**config.mk**
```make
export PLATFORM = sky130hd
export DESIGN_NAME = bcd_counter_monitor_flat
export DESIGN_NICKNAME = d
export VERILOG_FILES = /design/src/rtl/bcd_counter_monitor_if.sv /design/src/rtl/bcd_counter_monitor.sv /design/src/flat_wrapper.sv
export SDC_FILE = /design/constraint.sdc
export NUM_CORES = 1
export LEC_CHECK = 0
export CAP_MARGIN = 20
export CELL_PAD_IN_SITES_DETAIL_PLACEMENT = 1
export CELL_PAD_IN_SITES_GLOBAL_PLACEMENT = 2
export CORE_MARGIN = 10
export CORE_UTILIZATION = 26
export CTS_CLUSTER_DIAMETER = 80
export DETAILED_ROUTE_END_ITERATION = 16
export GPL_ROUTABILITY_DRIVEN = 0
export PLACE_DENSITY = 0.77
export SETUP_SLACK_MARGIN = 0.1
export SLEW_MARGIN = 40
export SYNTH_ARGS = -nofsm -noshare
export SYNTH_HDL_FRONTEND = slang
export SYNTH_SLANG_ARGS = --single-unit
export TNS_END_PERCENT = 1
```
**constraint.sdc**
```tcl
create_clock -name CLK -period 1.7 [get_ports CLK]
set_input_delay 0.17 -clock CLK [delete_from_list [all_inputs] [get_ports CLK]]
set_output_delay 0.17 -clock CLK [all_outputs]
set_load 0.01 [all_outputs]
```
**src/rtl/bcd_counter_monitor_if.sv**
```systemverilog
// Signal bundle between a BCD counter's control/outputs and its monitor.
// master: drives the counter copies and observes flags; slave: the monitor itself.
interface bcd_counter_monitor_if;
    logic [3:0] D;
    logic       LOAD;
    logic       ENABLE;
    logic       UP;
    logic [3:0] Q;
    logic       CO;
    logic       ERR_PULSE;
    logic       ERR;
    logic       ILLEGAL;
    logic       CO_ERR;
    logic [3:0] EXP_Q;
    logic [7:0] ERR_CNT;
    logic [7:0] WRAP_CNT;
    logic [1:0] STATE;

    modport master (
        output D, LOAD, ENABLE, UP, Q, CO,
        input  ERR_PULSE, ERR, ILLEGAL, CO_ERR, EXP_Q, ERR_CNT, WRAP_CNT, STATE
    );

    modport slave (
        input  D, LOAD, ENABLE, UP, Q, CO,
        output ERR_PULSE, ERR, ILLEGAL, CO_ERR, EXP_Q, ERR_CNT, WRAP_CNT, STATE
    );
endinterface

```
**src/rtl/bcd_counter_monitor.sv**
```systemverilog
// Checks a 1-digit BCD up/down counter against a predicted next digit each cycle.
// Define BCD_MON_CO_CHECK_EN to also check the counter's carry output.
module bcd_counter_monitor (
    input  logic                  CLK,
    input  logic                  CLR,
    bcd_counter_monitor_if.slave  mon
);

    typedef enum logic [1:0] {
        StSync  = 2'b00,
        StTrack = 2'b01,
        StFault = 2'b10
    } state_e;

    state_e     r_state, w_state_next;
    logic [3:0] r_exp_q, w_exp_q_next;
    logic       r_exp_wrap, w_exp_wrap_next;
    logic       r_err_pulse, w_err_pulse_next;
    logic       r_err, w_err_next;
    logic       r_illegal, w_illegal_next;
    logic       r_co_err, w_co_err_next;
    logic [7:0] r_err_cnt, w_err_cnt_next;
    logic [7:0] r_wrap_cnt, w_wrap_cnt_next;

    logic w_q_match;
    logic w_q_illegal;
    logic w_co_mismatch;
    logic w_fault;

    assign w_q_match   = (mon.Q == r_exp_q);
    assign w_q_illegal = (mon.Q > 4'd9);

`ifdef BCD_MON_CO_CHECK_EN
    logic w_exp_co;
    assign w_exp_co = mon.ENABLE & ~mon.LOAD &
                      ((mon.UP & (mon.Q == 4'd9)) | (~mon.UP & (mon.Q == 4'd0)));
    assign w_co_mismatch = (mon.CO != w_exp_co);
`else
    assign w_co_mismatch = 1'b0;
`endif

    assign w_fault = ~w_q_match | w_q_illegal | w_co_mismatch;

    // Prediction always starts from the observed digit, so one bad sample costs one fault.
    always_comb begin
        w_exp_q_next    = mon.Q;
        w_exp_wrap_next = 1'b0;
        if (mon.LOAD) begin
            w_exp_q_next = mon.D;
        end else if (!mon.ENABLE) begin
            w_exp_q_next = mon.Q;
        end else if (mon.UP) begin
            if (mon.Q == 4'd9) begin
                w_exp_q_next    = 4'd0;
                w_exp_wrap_next = 1'b1;
            end else begin
                w_exp_q_next = mon.Q + 4'd1;
            end
        end else begin
            if (mon.Q == 4'd0) begin
                w_exp_q_next    = 4'd9;
                w_exp_wrap_next = 1'b1;
            end else begin
                w_exp_q_next = mon.Q - 4'd1;
            end
        end
    end

    always_comb begin
        w_state_next     = r_state;
        w_err_pulse_next = 1'b0;
        w_illegal_next   = 1'b0;
        w_co_err_next    = 1'b0;
        w_err_next       = r_err;
        w_err_cnt_next   = r_err_cnt;
        w_wrap_cnt_next  = r_wrap_cnt;
        unique case (r_state)
            StSync: begin
                w_state_next = StTrack;
            end
            StTrack: begin
                w_illegal_next = w_q_illegal;
                w_co_err_next  = w_co_mismatch;
                if (w_fault) begin
                    w_err_pulse_next = 1'b1;
                    w_err_next       = 1'b1;
                    if (r_err_cnt != 8'hFF) begin
                        w_err_cnt_next = r_err_cnt + 8'd1;
                    end
                    w_state_next = StFault;
                end else if (r_exp_wrap) begin
                    w_wrap_cnt_next = r_wrap_cnt + 8'd1;
                end
            end
            StFault: begin
                w_illegal_next = w_q_illegal;
                w_co_err_next  = w_co_mismatch;
                if (!w_fault) begin
                    w_state_next = StTrack;
                end
            end
            default: begin
                w_state_next = StSync;
            end
        endcase
    end

    always_ff @(posedge CLK or negedge CLR) begin
        if (!CLR) begin
            r_state     <= StSync;
            r_exp_q     <= 4'd0;
            r_exp_wrap  <= 1'b0;
            r_err_pulse <= 1'b0;
            r_err       <= 1'b0;
            r_illegal   <= 1'b0;
            r_co_err    <= 1'b0;
            r_err_cnt   <= 8'd0;
            r_wrap_cnt  <= 8'd0;
        end else begin
            r_state     <= w_state_next;
            r_exp_q     <= w_exp_q_next;
            r_exp_wrap  <= w_exp_wrap_next;
            r_err_pulse <= w_err_pulse_next;
            r_err       <= w_err_next;
            r_illegal   <= w_illegal_next;
            r_co_err    <= w_co_err_next;
            r_err_cnt   <= w_err_cnt_next;
            r_wrap_cnt  <= w_wrap_cnt_next;
        end
    end

    assign mon.STATE     = r_state;
    assign mon.EXP_Q     = r_exp_q;
    assign mon.ERR_PULSE = r_err_pulse;
    assign mon.ERR       = r_err;
    assign mon.ILLEGAL   = r_illegal;
    assign mon.CO_ERR    = r_co_err;
    assign mon.ERR_CNT   = r_err_cnt;
    assign mon.WRAP_CNT  = r_wrap_cnt;

endmodule

```
**src/flat_wrapper.sv**
```systemverilog
// flat-port wrapper written by rule: the top's interface ports become plain ports
module bcd_counter_monitor_flat 
  (CLK, CLR, mon_D, mon_LOAD, mon_ENABLE, mon_UP, mon_Q, mon_CO, mon_ERR_PULSE, mon_ERR, mon_ILLEGAL, mon_CO_ERR, mon_EXP_Q, mon_ERR_CNT, mon_WRAP_CNT, mon_STATE);
  bcd_counter_monitor_if mon_i ();
  input  logic CLK;
  input  logic CLR;
  input wire logic [$bits(mon_i.D)-1:0] mon_D;
  input wire logic [$bits(mon_i.LOAD)-1:0] mon_LOAD;
  input wire logic [$bits(mon_i.ENABLE)-1:0] mon_ENABLE;
  input wire logic [$bits(mon_i.UP)-1:0] mon_UP;
  input wire logic [$bits(mon_i.Q)-1:0] mon_Q;
  input wire logic [$bits(mon_i.CO)-1:0] mon_CO;
  output wire logic [$bits(mon_i.ERR_PULSE)-1:0] mon_ERR_PULSE;
  output wire logic [$bits(mon_i.ERR)-1:0] mon_ERR;
  output wire logic [$bits(mon_i.ILLEGAL)-1:0] mon_ILLEGAL;
  output wire logic [$bits(mon_i.CO_ERR)-1:0] mon_CO_ERR;
  output wire logic [$bits(mon_i.EXP_Q)-1:0] mon_EXP_Q;
  output wire logic [$bits(mon_i.ERR_CNT)-1:0] mon_ERR_CNT;
  output wire logic [$bits(mon_i.WRAP_CNT)-1:0] mon_WRAP_CNT;
  output wire logic [$bits(mon_i.STATE)-1:0] mon_STATE;
  assign mon_i.D = mon_D;
  assign mon_i.LOAD = mon_LOAD;
  assign mon_i.ENABLE = mon_ENABLE;
  assign mon_i.UP = mon_UP;
  assign mon_i.Q = mon_Q;
  assign mon_i.CO = mon_CO;
  assign mon_ERR_PULSE = mon_i.ERR_PULSE;
  assign mon_ERR = mon_i.ERR;
  assign mon_ILLEGAL = mon_i.ILLEGAL;
  assign mon_CO_ERR = mon_i.CO_ERR;
  assign mon_EXP_Q = mon_i.EXP_Q;
  assign mon_ERR_CNT = mon_i.ERR_CNT;
  assign mon_WRAP_CNT = mon_i.WRAP_CNT;
  assign mon_STATE = mon_i.STATE;
  bcd_counter_monitor u_core (.CLK(CLK), .CLR(CLR), .mon(mon_i));
endmodule
```
==> metrics.txt <==
Fin. Hold Viols=0; Post-DP HPWL=roughly 3100 microns; io pins=40; min-delay worst type=in -> async; Placeable Area=0.00544 sq mm; max_cap viols=0; synth cell count leaders=dfrtp_1 (26), xnor2_1 (14), nand2_1 (13); layout cell share with drive strength beyond 1=23.1%; antenna violations before repair=0; Worst Setup Start Kind=primary input; area of the mapped netlist=about 0.0014 sq mm; number of diodes=0; critical-path maximum fanout=7; status=finished clean; largest net degree at the start of global routing=27; Worst-Skew Late Latency=roughly 270 ps; hold buffer count at CTS=0; first-pass GRT wire length=6520 microns; placed cell areas=~0.002 sq mm; share of the synthesized area in the top cell type=45.2%; Main synth FF type=dfrtp_1; Design Area, Final=0.00222 sq mm; Synth area leader=dfrtp_1; drt total wl=around 4100 microns; total grt overflow=0; Pleak=0.000960 uW; die height=~94 microns; clock tree buffer depth=2; YS warnings=0; max-slew violation count=0; Critical Path RT=~1900 ps; Pwr Total=around 2700 uW; synthesized flop and latch total=26; wire length per cell=between 15 and 20 microns; count leader, synth=dfrtp_1; Initial Utilization=a little over a quarter; Final Hold Slack=about 270 ps; cts bufs inserted=3; worst slack, placed=-380 ps; Final #Nets=between 200 and 250; post-route ant nets=0; Buffers on Ports=37; Placed Instances=about 260; ys async rst share=100%; sequential-to-total area share from yosys stat=between 40% and 50%; DRC viols=0; largest stage delay on the critical path=roughly 500 ps; CP Class=in -> reg; routed via count=~1300; Finished Layout Cells=between 200 and 300; vias in the first global route=1392; post-synth cell types=40; number of synthesized flops with an enable pin=0; Syn Area/Cell=around 10 sq um; # rows=27; CP endpoint kind=flop; Final Critical Period=about 1700 ps; setup repair after global routing missed its margin=true; final setup vio count=0; CTS sink cnt=26; fmax=between 500 and 600 MHz; Syn-to-layout area delta=54.0%; VDD IR max=approximately 0.43 mV; clk_skew=1.44 ps; syn_nets=~160; Worst EP arrival=roughly 1900 ps; first drt pass iteration count=4; crit path cell chain=clkdlybuf4s50_1 > nand4bb_1 > a2111o_1 > nor2_4 > buf_12 > nand4_1 > xnor2_1; CP bufs+invs=2; final worst setup slack=approximately 3.4 ps; crit path max-delay cell type=a2111o_1; most area-consuming cells after synthesis=dfrtp_1 (45%), xnor2_1 (8.5%), ha_1 (5.2%); final worst-path cycle share=between 90% and 100%; H-tree levels=1; cell count after synthesis=approximately 140; Pwr Density=about 1200 mW/mm^2; vias per inst=4.64; Root Driver=clkbuf_8; Crit path max-delay family=buffers and inverters; total track usage=around 9%; width of the die=between 90 and 100 microns; DRT iter0 DRCs=22; TritonCTS clock tree=yes; Worst-path clk slew=90 ps; Die ar.=between 0.008 and 0.009 sq mm
==> logic make-up after synthesis <==
family	Yosys count	share of synthesized area (%)
DFF	26	45.2
other	1	0.260
muxes	5	3.74
buffers and inverters	12	3.65
adders and majority gates	6	5.21
and+or+nand+nor	50	19.6
AOI/OAI and AO/OA	26	11.4
xor gates and xnor gates	18	10.9
==> repair_timing <==
action / 4_1_cts / 5_1_grt
setup buffers: 2 / 1
setup endpoints to repair: 19 / 20
resized for setup: 6 / 21
endpoints found under the hold margin: 0 / 0
pin swaps: 4 / 9
gates cloned: 0 / 0
==> where the power goes <==
part	internal, uW	total [uW]	switching [uW]
clock	315	511	196
sequential	753	868	115
combinational	689	1280	590
==> state kept, by name (all words and copies together) (netlist names) <==
name	flops
u_core.mon.ERR_CNT	8
u_core.mon.WRAP_CNT	8
u_core.mon.EXP_Q	4
u_core.mon.STATE	2
u_core.mon.ERR	1
u_core.mon.ERR_PULSE	1
u_core.mon.ILLEGAL	1
u_core.r_exp_wrap	1
==> layout by cell type, fill, tap and decap left out, types with 4 or more instances in the layout <==
| cell type | netlist | layout |
|---|---|---|
| clkdlybuf4s50_1 | 0 | 34 |
| xnor2_1 | 14 | 14 |
| o21ai_0 | 12 | 9 |
| nand4_1 | 7 | 7 |
| buf_4 | 1 | 17 |
| buf_6 | 0 | 4 |
| ha_1 | 6 | 5 |
| and3_1 | 6 | 5 |
| nand3_1 | 5 | 5 |
| nand2_1 | 13 | 11 |
| dfrtp_1 | 26 | 26 |
==> per-stage QoR <==
| step | TNS [ps] | utilization, % |
|---|---|---|
| after floorplan | 0 | - |
| after global placement | -3440 | 36.9 |
| after detailed placement | -4710 | 36.9 |
| after CTS | -190 | 39.0 |
| after global routing | -98.7 | 40.8 |
| final | 0 | 40.8 |
==> worst paths after layout <==
check	slack, ps	startpoint	cells past startpoint	endpoint
setup / recovery	3	mon_Q[2]	7	u_core.mon.WRAP_CNT[4]$_DFFE_PN0P_
hold / removal	270	CLR	2	u_core.mon.WRAP_CNT[5]$_DFFE_PN0P_
setup reg to reg	40	u_core.mon.EXP_Q[3]$_DFF_PN0_	6	u_core.mon.WRAP_CNT[4]$_DFFE_PN0P_
hold reg to reg	480	u_core.mon.WRAP_CNT[7]$_DFFE_PN0P_	1	u_core.mon.WRAP_CNT[7]$_DFFE_PN0P_
max in group asynchronous	1170	CLR	2	u_core.mon.ERR_CNT[1]$_DFFE_PN0P_
min in group CLK	370	mon_Q[3]	3	u_core.mon.ILLEGAL$_DFF_PN0_
==> cell type report <==
class | count | area [sq um]
fillers | 626 | 3220
multi-input cells | 106 | 820
flip-flops and latches | 26 | 651
repair buffers | 59 | 571
well taps | 72 | 90.1
clock buffers | 3 | 41.3
clock inverters | 1 | 30.0
inverters | 4 | 15.0
==> per-layer routing <==
metal / GRT usage [%] / vias up / part of all wire [%]
li1: - / 616 / -
met1: 9.44 / 609 / 42
met2: 16.1 / 28 / 52
met3: 1.98 / 4 / 5.2
met4: 4.30 / 0 / 1.3
met5: 0 / - / 0
No activity file was read; power rests on OpenSTA's default activity.
